File: src/rtl/locked_regfile.sv
// Register file with per-register write-reservation counters.
// An issue reads two sources with one cycle of latency, and it may reserve a destination for a later writeback.
module locked_regfile #(
    parameter int unsigned DATA_W   = 32,
    parameter int unsigned ADDR_W   = 5,
    parameter int unsigned CNT_W    = 2,
    parameter bit          ZERO_REG = 1'b1,
    parameter bit          BYPASS   = 1'b1
) (
    input  logic              clk,
    input  logic              reset,
    input  logic              iss_valid,
    output logic              iss_ready,
    input  logic [ADDR_W-1:0] iss_rs1,
    input  logic [ADDR_W-1:0] iss_rs2,
    input  logic              iss_rsv,
    input  logic [ADDR_W-1:0] iss_rd,
    output logic              out_valid,
    input  logic              out_ready,
    output logic [DATA_W-1:0] out_rs1_data,
    output logic [DATA_W-1:0] out_rs2_data,
    input  logic              wb_en,
    input  logic [ADDR_W-1:0] wb_addr,
    input  logic [DATA_W-1:0] wb_data,
    output logic              locked_any
);

    localparam int unsigned      NUM_REGS = 1 << ADDR_W;
    localparam logic [CNT_W-1:0] MAXR     = '1;
    localparam logic [CNT_W-1:0] CNT_ONE  = CNT_W'(1);

    logic [DATA_W-1:0] regs_q [NUM_REGS];
    logic [DATA_W-1:0] regs_d [NUM_REGS];
    logic [CNT_W-1:0]  cnt_q  [NUM_REGS];
    logic [CNT_W-1:0]  cnt_d  [NUM_REGS];
    logic              out_valid_q, out_valid_d;
    logic [DATA_W-1:0] out_rs1_data_q, out_rs1_data_d;
    logic [DATA_W-1:0] out_rs2_data_q, out_rs2_data_d;
    logic              locked_any_q, locked_any_d;

    logic [CNT_W-1:0]  cnt_rs1, cnt_rs2, cnt_rd;
    logic              src1_ok, src2_ok, rel_rd, rsv_eff, dst_ok, out_free, accept;
    logic              wb_keep;

    // Issue handshake: depends on the lock state and writeback, never on iss_valid.
    always_comb begin
        cnt_rs1   = cnt_q[iss_rs1];
        cnt_rs2   = cnt_q[iss_rs2];
        cnt_rd    = cnt_q[iss_rd];
        src1_ok   = (cnt_rs1 == '0) ||
                    (BYPASS && wb_en && (wb_addr == iss_rs1) && (cnt_rs1 == CNT_ONE));
        src2_ok   = (cnt_rs2 == '0) ||
                    (BYPASS && wb_en && (wb_addr == iss_rs2) && (cnt_rs2 == CNT_ONE));
        rel_rd    = wb_en && (wb_addr == iss_rd) && (cnt_rd != '0);
        rsv_eff   = iss_rsv && !(ZERO_REG && (iss_rd == '0));
        dst_ok    = !rsv_eff || (cnt_rd != MAXR) || rel_rd;
        out_free  = !out_valid_q || out_ready;
        iss_ready = out_free && src1_ok && src2_ok && dst_ok;
        accept    = iss_valid && iss_ready;
        wb_keep   = wb_en && !(ZERO_REG && (wb_addr == '0));
    end

    // Next state for the output slot, the register contents and the reservation counters.
    always_comb begin
        regs_d         = regs_q;
        cnt_d          = cnt_q;
        out_valid_d    = out_valid_q;
        out_rs1_data_d = out_rs1_data_q;
        out_rs2_data_d = out_rs2_data_q;
        locked_any_d   = 1'b0;

        if (accept) begin
            out_valid_d = 1'b1;
            if (ZERO_REG && (iss_rs1 == '0))             out_rs1_data_d = '0;
            else if (wb_en && (wb_addr == iss_rs1))      out_rs1_data_d = wb_data;
            else                                         out_rs1_data_d = regs_q[iss_rs1];
            if (ZERO_REG && (iss_rs2 == '0))             out_rs2_data_d = '0;
            else if (wb_en && (wb_addr == iss_rs2))      out_rs2_data_d = wb_data;
            else                                         out_rs2_data_d = regs_q[iss_rs2];
        end else if (out_valid_q && out_ready) begin
            out_valid_d = 1'b0;
        end

        if (wb_keep) begin
            regs_d[wb_addr] = wb_data;
        end

        for (int i = 0; i < NUM_REGS; i++) begin
            logic inc, dec;
            inc = accept && rsv_eff && (iss_rd == ADDR_W'(i));
            dec = wb_en && (wb_addr == ADDR_W'(i)) && (cnt_q[i] != '0);
            if (inc && !dec)      cnt_d[i] = cnt_q[i] + CNT_ONE;
            else if (dec && !inc) cnt_d[i] = cnt_q[i] - CNT_ONE;
            if (cnt_d[i] != '0)   locked_any_d = 1'b1;
        end
    end

    always_ff @(posedge clk) begin
        if (!reset) begin
            for (int i = 0; i < NUM_REGS; i++) begin
                regs_q[i] <= '0;
                cnt_q[i]  <= '0;
            end
            out_valid_q    <= 1'b0;
            out_rs1_data_q <= '0;
            out_rs2_data_q <= '0;
            locked_any_q   <= 1'b0;
        end else begin
            regs_q         <= regs_d;
            cnt_q          <= cnt_d;
            out_valid_q    <= out_valid_d;
            out_rs1_data_q <= out_rs1_data_d;
            out_rs2_data_q <= out_rs2_data_d;
            locked_any_q   <= locked_any_d;
        end
    end

    assign out_valid    = out_valid_q;
    assign out_rs1_data = out_rs1_data_q;
    assign out_rs2_data = out_rs2_data_q;
    assign locked_any   = locked_any_q;

endmodule

File: config.mk
export PLATFORM = sky130hd
export DESIGN_NAME = locked_regfile
export DESIGN_NICKNAME = d
export VERILOG_FILES = /design/src/rtl/locked_regfile.sv
export SDC_FILE = /design/constraint.sdc
export NUM_CORES = 2
export LEC_CHECK = 0
export CELL_PAD_IN_SITES_DETAIL_PLACEMENT = 0
export CELL_PAD_IN_SITES_GLOBAL_PLACEMENT = 2
export CORE_ASPECT_RATIO = 0.7
export CORE_MARGIN = 3
export CORE_UTILIZATION = 40
export DETAILED_ROUTE_END_ITERATION = 7
export GPL_TIMING_DRIVEN = 0
export PLACE_DENSITY_LB_ADDON = 0.1
export SETUP_SLACK_MARGIN = 0.15
export SKIP_CTS_REPAIR_TIMING = 1
export SLEW_MARGIN = 40
export SYNTH_ARGS = -nofsm -noshare
export SYNTH_HDL_FRONTEND = slang
export SYNTH_SLANG_ARGS = --single-unit
File: constraint.sdc
create_clock -name clk -period 6.1 [get_ports clk]
set_input_delay 0.915 -clock clk [delete_from_list [all_inputs] [get_ports clk]]
set_output_delay 0.915 -clock clk [all_outputs]
set_load 0.1 [all_outputs]
[After elaboration in Yosys (flattened, before gate mapping)]
Index checks and enable logic that the tools add are counted.
Storage, ports and cells
  logic and storage cells: 649
  bits of input ports: 58
  flip-flop bits (word level): 1154
  output and inout port bits: 67
Operators by class
  eq/ne operators: 68
  $add $sub $neg: 64
  order comparisons: 5
  reduce and logical (&&, ||, !) cells: 320
  bitwise operators: 4
  multiplexer cells: 120
Operators with widths (number)
  bitwise mux 1024 bit: 1
  binary-select mux 32 bit (select 5 bit): 2
  two-way mux 32 bit: 9
  logical AND 1 bit: 175
  demux 32 bit (select 5 bit): 1
  equality test 5 bit (second input constant): 32
  two-way mux 2 bit: 70
  nonzero test 2 bit: 66
  equality test 5 x 4 -> 1 bit (second input constant): 16
  logical NOT 1 bit: 68
  adder 2 x 1 -> 2 bit (second input constant): 32
  subtractor 2 x 1 -> 2 bit (second input constant): 32
  equality test 5 x 3 -> 1 bit (second input constant): 8
  two-way mux 1 bit: 34
  binary-select mux 2 bit (select 5 bit): 3
  greater-or-equal comparator 6 bit (second input constant): 4
  inverter 5 -> 6 bit: 4
  equality test 5 x 2 -> 1 bit (second input constant): 4
  logical NOT 5 bit: 4
  equality test 5 bit: 3
  equality test 5 x 1 -> 1 bit (second input constant): 2
  less-than comparator 6 x 1 -> 1 bit (second input constant): 1
  logical OR 1 bit: 5
  equality test 2 x 1 -> 1 bit (second input constant): 2
  other kinds (2): 3

[Depth between registers and ports, before layout]
  depth in word-level cells: 50
  mapped depth: 18
  depth with buffers taken out: 13

[Worst setup path before layout]
Ideal clock, no wire load.
  path kind: input -> register
  start: input iss_rs2[2]
  end: register locked_any_q, in the netlist locked_any
  path buffers: 4
  cell stages on the path: 16
  arrival time: 5.597 ns
  setup time: 0.125 ns
  data required time: 5.975 ns
  setup slack: 0.378 ns
  path through: buf_2 buf_6 clkbuf_1 mux4_1 o21ai_0 o311ai_0 a211o_1 or3_1 buf_2 inv_1 nand4_1 or3_1 o211ai_1 nand4_1 or4b_2 o41a_1
On the way
  word-level cells in the longest chain between the ends: 49
  elaborated cells on any way between the ends: 270
  classes of those cells: eq/ne (2); mux (99); bitwise (1); reduce/logical (168)
Ends and longest elaborated chain
  from (decl): RTL line 15  | input logic [ADDR_W-1:0] iss_rs2,
  inverter 5 -> 6 bit (not written as such): RTL line 48  | cnt_rs2 = cnt_q[iss_rs2];
  binary-select mux 2 bit (select 5 bit): RTL line 48
  two-way mux 2 bit (not written as such) (2 in a row): RTL line 48
  equality test 2 x 1 -> 1 bit: RTL line 53  | (BYPASS && wb_en && (wb_addr == iss_rs2) && (cnt_rs2 == CNT_ONE));
  logical AND 1 bit: RTL line 53
  logical OR 1 bit *: RTL line 52  | src2_ok = (cnt_rs2 == '0) ||
  logical AND 1 bit * (2 in a row): RTL line 58  | iss_ready = out_free && src1_ok && src2_ok && dst_ok;
  net iss_ready: RTL line 13  | output logic iss_ready,
  [... 2 more ...]
  logical AND 1 bit: RTL line 90  | inc = accept && rsv_eff && (iss_rd == ADDR_W'(i));
  logical NOT 1 bit: RTL line 93  | else if (dec && !inc) cnt_d[i] = cnt_q[i] - CNT_ONE;
  logical AND 1 bit: RTL line 93
  two-way mux 2 bit: RTL line 93
  two-way mux 2 bit: RTL line 92  | if (inc && !dec) cnt_d[i] = cnt_q[i] + CNT_ONE;
  nonzero test 2 bit: RTL line 94  | if (cnt_d[i] != '0) locked_any_d = 1'b1;
  two-way mux 1 bit (31 in a row): RTL line 94
  two-way mux 1 bit *: RTL line 94
  to (signal assigned): RTL line 114  | locked_any_q <= locked_any_d;
  to (decl): RTL line 39  | logic locked_any_q, locked_any_d;
The timed path passes the listed nets; every way through them passes the cells marked *. The select of a mux whose other input is x is not followed.
A chain may end at the register's enable or synchronous reset.

[Worst setup path after layout]
  start: input iss_rs2[1]
  end: register locked_any_q, in the netlist locked_any
On the way
  word-level cells in the longest chain between the ends: 49
  elaborated cells on any way between the ends: 270
  classes of those cells: eq/ne (2); mux (99); bitwise (1); reduce/logical (168)
Ends and longest elaborated chain
  inverter 5 -> 6 bit (not written as such): RTL line 48
  binary-select mux 2 bit (select 5 bit): RTL line 48
  two-way mux 2 bit (not written as such) (2 in a row): RTL line 48
  equality test 2 x 1 -> 1 bit: RTL line 53
  logical AND 1 bit: RTL line 53
  logical OR 1 bit *: RTL line 52
  logical AND 1 bit * (2 in a row): RTL line 58
  logical AND 1 bit *: RTL line 59  | accept = iss_valid && iss_ready;
  logical AND 1 bit *: RTL line 90
  logical AND 1 bit: RTL line 90
  logical NOT 1 bit: RTL line 93
  logical AND 1 bit: RTL line 93
  two-way mux 2 bit: RTL line 93
  two-way mux 2 bit: RTL line 92
  nonzero test 2 bit: RTL line 94
  two-way mux 1 bit (31 in a row): RTL line 94
  two-way mux 1 bit *: RTL line 94
Every way passes the cells marked *; elsewhere a longest branch is shown, timed or not. The select of a mux whose other input is x is not followed.

==> impl_metrics.csv <==
group,metric,value,unit
worst_hold_path,min_to,"regs_q[662]",
power,power_switching,4912,uW
detailed_routing,drtIter0Drc,8252,
synth,yosys_warnings,0,
run_status,run_status,"complete, no violations",
power,power_frac_seq,42.8,%
detailed_routing,drt_wl_total,314300,um
worst_hold_path,hold_depth,2,
sta,setup_ws,0.09794,ns
floorplanning,fp.dieH,331.1,um
worst_setup_path,reg2reg_to,"locked_any",
sta,skew,0.03982,ns
detailed_routing,wl_met2,118400,um
cells_and_area,area_delta_synth_final,14.18,%
worst_setup_path,worstSetupPathType,"in -> reg",
power,finalPower,17840,uW
sta,slew_viol_final,0,
synth,synthFlopType,"dfxtp_1",
clocking,path_clk_slew,0.07,ns
cells_and_area,drive_above_1_share,17.88,%
detailed_routing,wl_per_cell,35.09,um
worst_setup_path,cp_slowest_cell,"or4_1",
worst_setup_path,cp_top_family,"compound AO/OA/AOI/OAI gates",
synth,synth_xor_area_share,1.197,%
clocking,clockRootBuffer,"clkbuf_16",
sta,rsz0062_at_grt,"false",
grt,overflow,0,
worst_setup_path,r2r_start,"cnt_q[56]",
sta,hold_viol_final,0,
synth,synthesis.area,0.06041,mm2
placed_design,pre_cts_slack,-1.232,ns
detailed_routing,wl_met1,135900,um
floorplanning,io_pins,125,
detailed_routing,top_layer,"met5",
detailed_routing,ant_nets,0,
sta,fin_crit,6.002,ns
cells_and_area,nets,6959,
worst_setup_path,crit_path_cell_trace,"dlymetal6s2s_1 -> buf_4 -> mux4_1 -> a2111oi_1 -> a41oi_1 -> a211o_1 -> or3_1 -> buf_2 -> clkbuf_1 -> or3_1 -> xnor2_1 -> o211ai_1 -> nand4b_1 -> or4_1 -> o41a_1",
clocking,cts_tree,"built",
synth,synth_compound_area_share,11.05,%
cells_and_area,most-common-layout-cells,"2,120 x nand2_1, 1,154 x dfxtp_1, 1,017 x a21oi_1",
sta,max_freq,166.6,MHz
detailed_routing,drc_errors,0,
synth,syn-instance-count,6624,
clocking,cts_inserted_buffers,130,
cells_and_area,final_area,0.06897,mm2
grt,grt_use_total,39.41,%
synth,synthAdderAreaFrac,0.9611,%
floorplanning,initial_core_util,40.55,%
worst_setup_path,path_buf_inv,4,
detailed_routing,vias,55950,
synth,yosysSeqAreaShare,38.24,%
power,pwr-share-clk,47.4,%
power,powerDensity,258.6,mW/mm2
grt,grt_pass1_vias,50410,
detailed_routing,route.met3.wl,49100,um
worst_setup_path,crit_path_max_fanout,10,
synth,syn-num-nets,6714,
sta,period_share,98.39,%
synth,yosysUniqueCellTypes,72,
worst_setup_path,rr_worst_depth,14,
power,internal-power,12930,uW
placed_design,port_buffers,78,
synth,avgSynthCellArea,9.119,um2
power,pwr-share-comb,9.7,%
clocking,htreeDepth,4,
detailed_routing,first_pass_iters,5,
worst_hold_path,hold_path_class,"reg -> reg",
worst_setup_path,cpMostUsedCell,"or3_1",
clocking,clock-sinks,1154,
detailed_routing,vias_per_cell,6.245,
synth,synth_edf_count,0,
clocking,cts_buffer_depth,3,
placed_design,dpl-instance-area,0.06442,mm2
clocking,clk-insertion-delay-late,0.81,ns
worst_setup_path,critical-path-max-stage-delay,0.59,ns
floorplanning,die_width,470.5,um
sta,finalSetupViolCount,0,
worst_setup_path,arrival,6.69,ns
cells_and_area,layout_commonest_cell,"nand2_1",
synth,synthArstFlopShare,0,%
worst_setup_path,cp-end-kind,"flip-flop",
grt,antenna_found_initial,32,
grt,grt_max_degree,17,
worst_hold_path,hp-start,"regs_q[662]",
synth,synth_top_family_by_area,"multiplexers",
grt,grt_pass1_wl,422800,um
worst_setup_path,r2r_slack,0.45,ns
floorplanning,die-area,0.1558,mm2
worst_setup_path,start_kind,"input pin",
power,leakage,0.02246,uW
floorplanning,core_area,0.1490,mm2
placed_design,gp_congestion,1.008,
job,max_cap_violations,0,
sta,worst_pin_slew,0.9210,ns
floorplanning,num_rows,118,
worst_setup_path,critPathRequiredTime,6.79,ns
synth,synthMuxAreaShare,26.88,%
sta,slew_headroom,37.95,%
synth,synthSimpleGateAreaFrac,16.89,%
placed_design,dp_hpwl,257100,um
power,netSwitchingFraction,27.54,%
power,ir_worst_vdd,0.2665,mV
synth,ys_ff_latch,1154,
-- power by group through the flow --
stage	clock, uW	combinational [uW]	sequential (uW)
6_report	8460	1740	7640
2_1_floorplan	0	846	7810
3_3_place_gp	0	1590	7800
3_5_place_dp	0	1670	7800
4_1_cts	8510	1670	7640
5_1_grt	8780	1760	7640
-- metrics by stage --
step	cells	hold WS [ns]	utilization [%]	TNS, ns
after global routing	8952	0.4827	46.29	0
final	8959	0.4639	46.30	0
after CTS	8945	0.4658	46.22	-0.4111
after global placement	8682	0.4488	42.74	-121.50
after floorplan	6624	0.4429	-	0
after detailed placement	8714	0.4578	43.24	-27.12
-- kinds of logic (layout without fill, tap and decap cells) --
| family | after synthesis | after routing |
|---|---|---|
| compound gates | 1247 | 1247 |
| xor+xnor | 81 | 81 |
| fa+ha+maj | 50 | 50 |
| buf+inv | 750 | 1094 |
| flops | 1154 | 1154 |
| mux | 788 | 788 |
| other cells | 0 | 11 |
| simple gates | 2554 | 2554 |
-- flip-flops by register name, summed over array words and instances (netlist names) --
signal and count:
out_rs1_data 32, locked_any 1, out_valid 1, regs_q 1024, out_rs2_data 32, cnt_q 64
-- area by class of cell --
type	instances	area, um2
multi-input cells	4720	34510
repair buffers	113	1299
plain buffers	671	2829
diodes	11	27.53
inverters	79	296.5
flip-flops and latches	1154	23100
clock inverters	50	675.6
fillers	14510	80000
clock buffers	181	3760
well taps	1980	2477
-- metal layers --
layer	vias to the layer above	global-route usage, %
met1	28060	57.74
met4	16	12.37
met2	3666	51.17
li1	23740	-
met5	-	0.5178
met3	460	17.11
-- how the worst max path moves through the flow --
stage | from | end | slack [ns] | depth (start not counted)
2_1_floorplan | iss_rs2[2] | locked_any | 0.38 | 16
3_3_place_gp | iss_rs1[2] | out_rs1_data[3] | -1.96 | 17
3_5_place_dp | iss_rs2[1] | locked_any | -1.23 | 14
4_1_cts | iss_rs2[1] | locked_any | -0.41 | 14
5_1_grt | iss_rs1[2] | locked_any | 0.14 | 17
6_report | iss_rs2[1] | locked_any | 0.1 | 15
-- tightest hold or removal path, cell delays in order, from the launching register on --
cell and delay [ns]:
dfxtp_1 0.31, nand2_1 0.05, a21oi_1 0.05
-- cells in the mapped netlist (9+ instances only) --
library cell	instances	area (um2)
o21ai_0	76	380.4
or2_2	13	81.33
and2_1	64	400.4
a21oi_1	1019	5100
dfxtp_1	1154	23100
o211ai_1	13	97.59
or3_1	25	156.4
nand3_1	23	115.1
ha_1	32	400.4
mux4_2	662	14910
clkbuf_1	550	2064
nor2b_1	12	75.07
mux2i_1	119	1191
maj3_1	18	180.2
nor4_1	14	87.58
clkbuf_2	29	145.1
buf_2	11	55.05
nor2_1	197	739.5
nand2_1	2120	7958
or4_1	9	67.56
a211oi_1	16	120.1
nor3_1	30	150.1
xnor2_1	61	534.3
inv_1	76	285.3
buf_1	78	292.8
and3_1	10	62.56
a22oi_1	76	570.6
xor2_1	19	166.4
(Power assumes the default switching activity.)
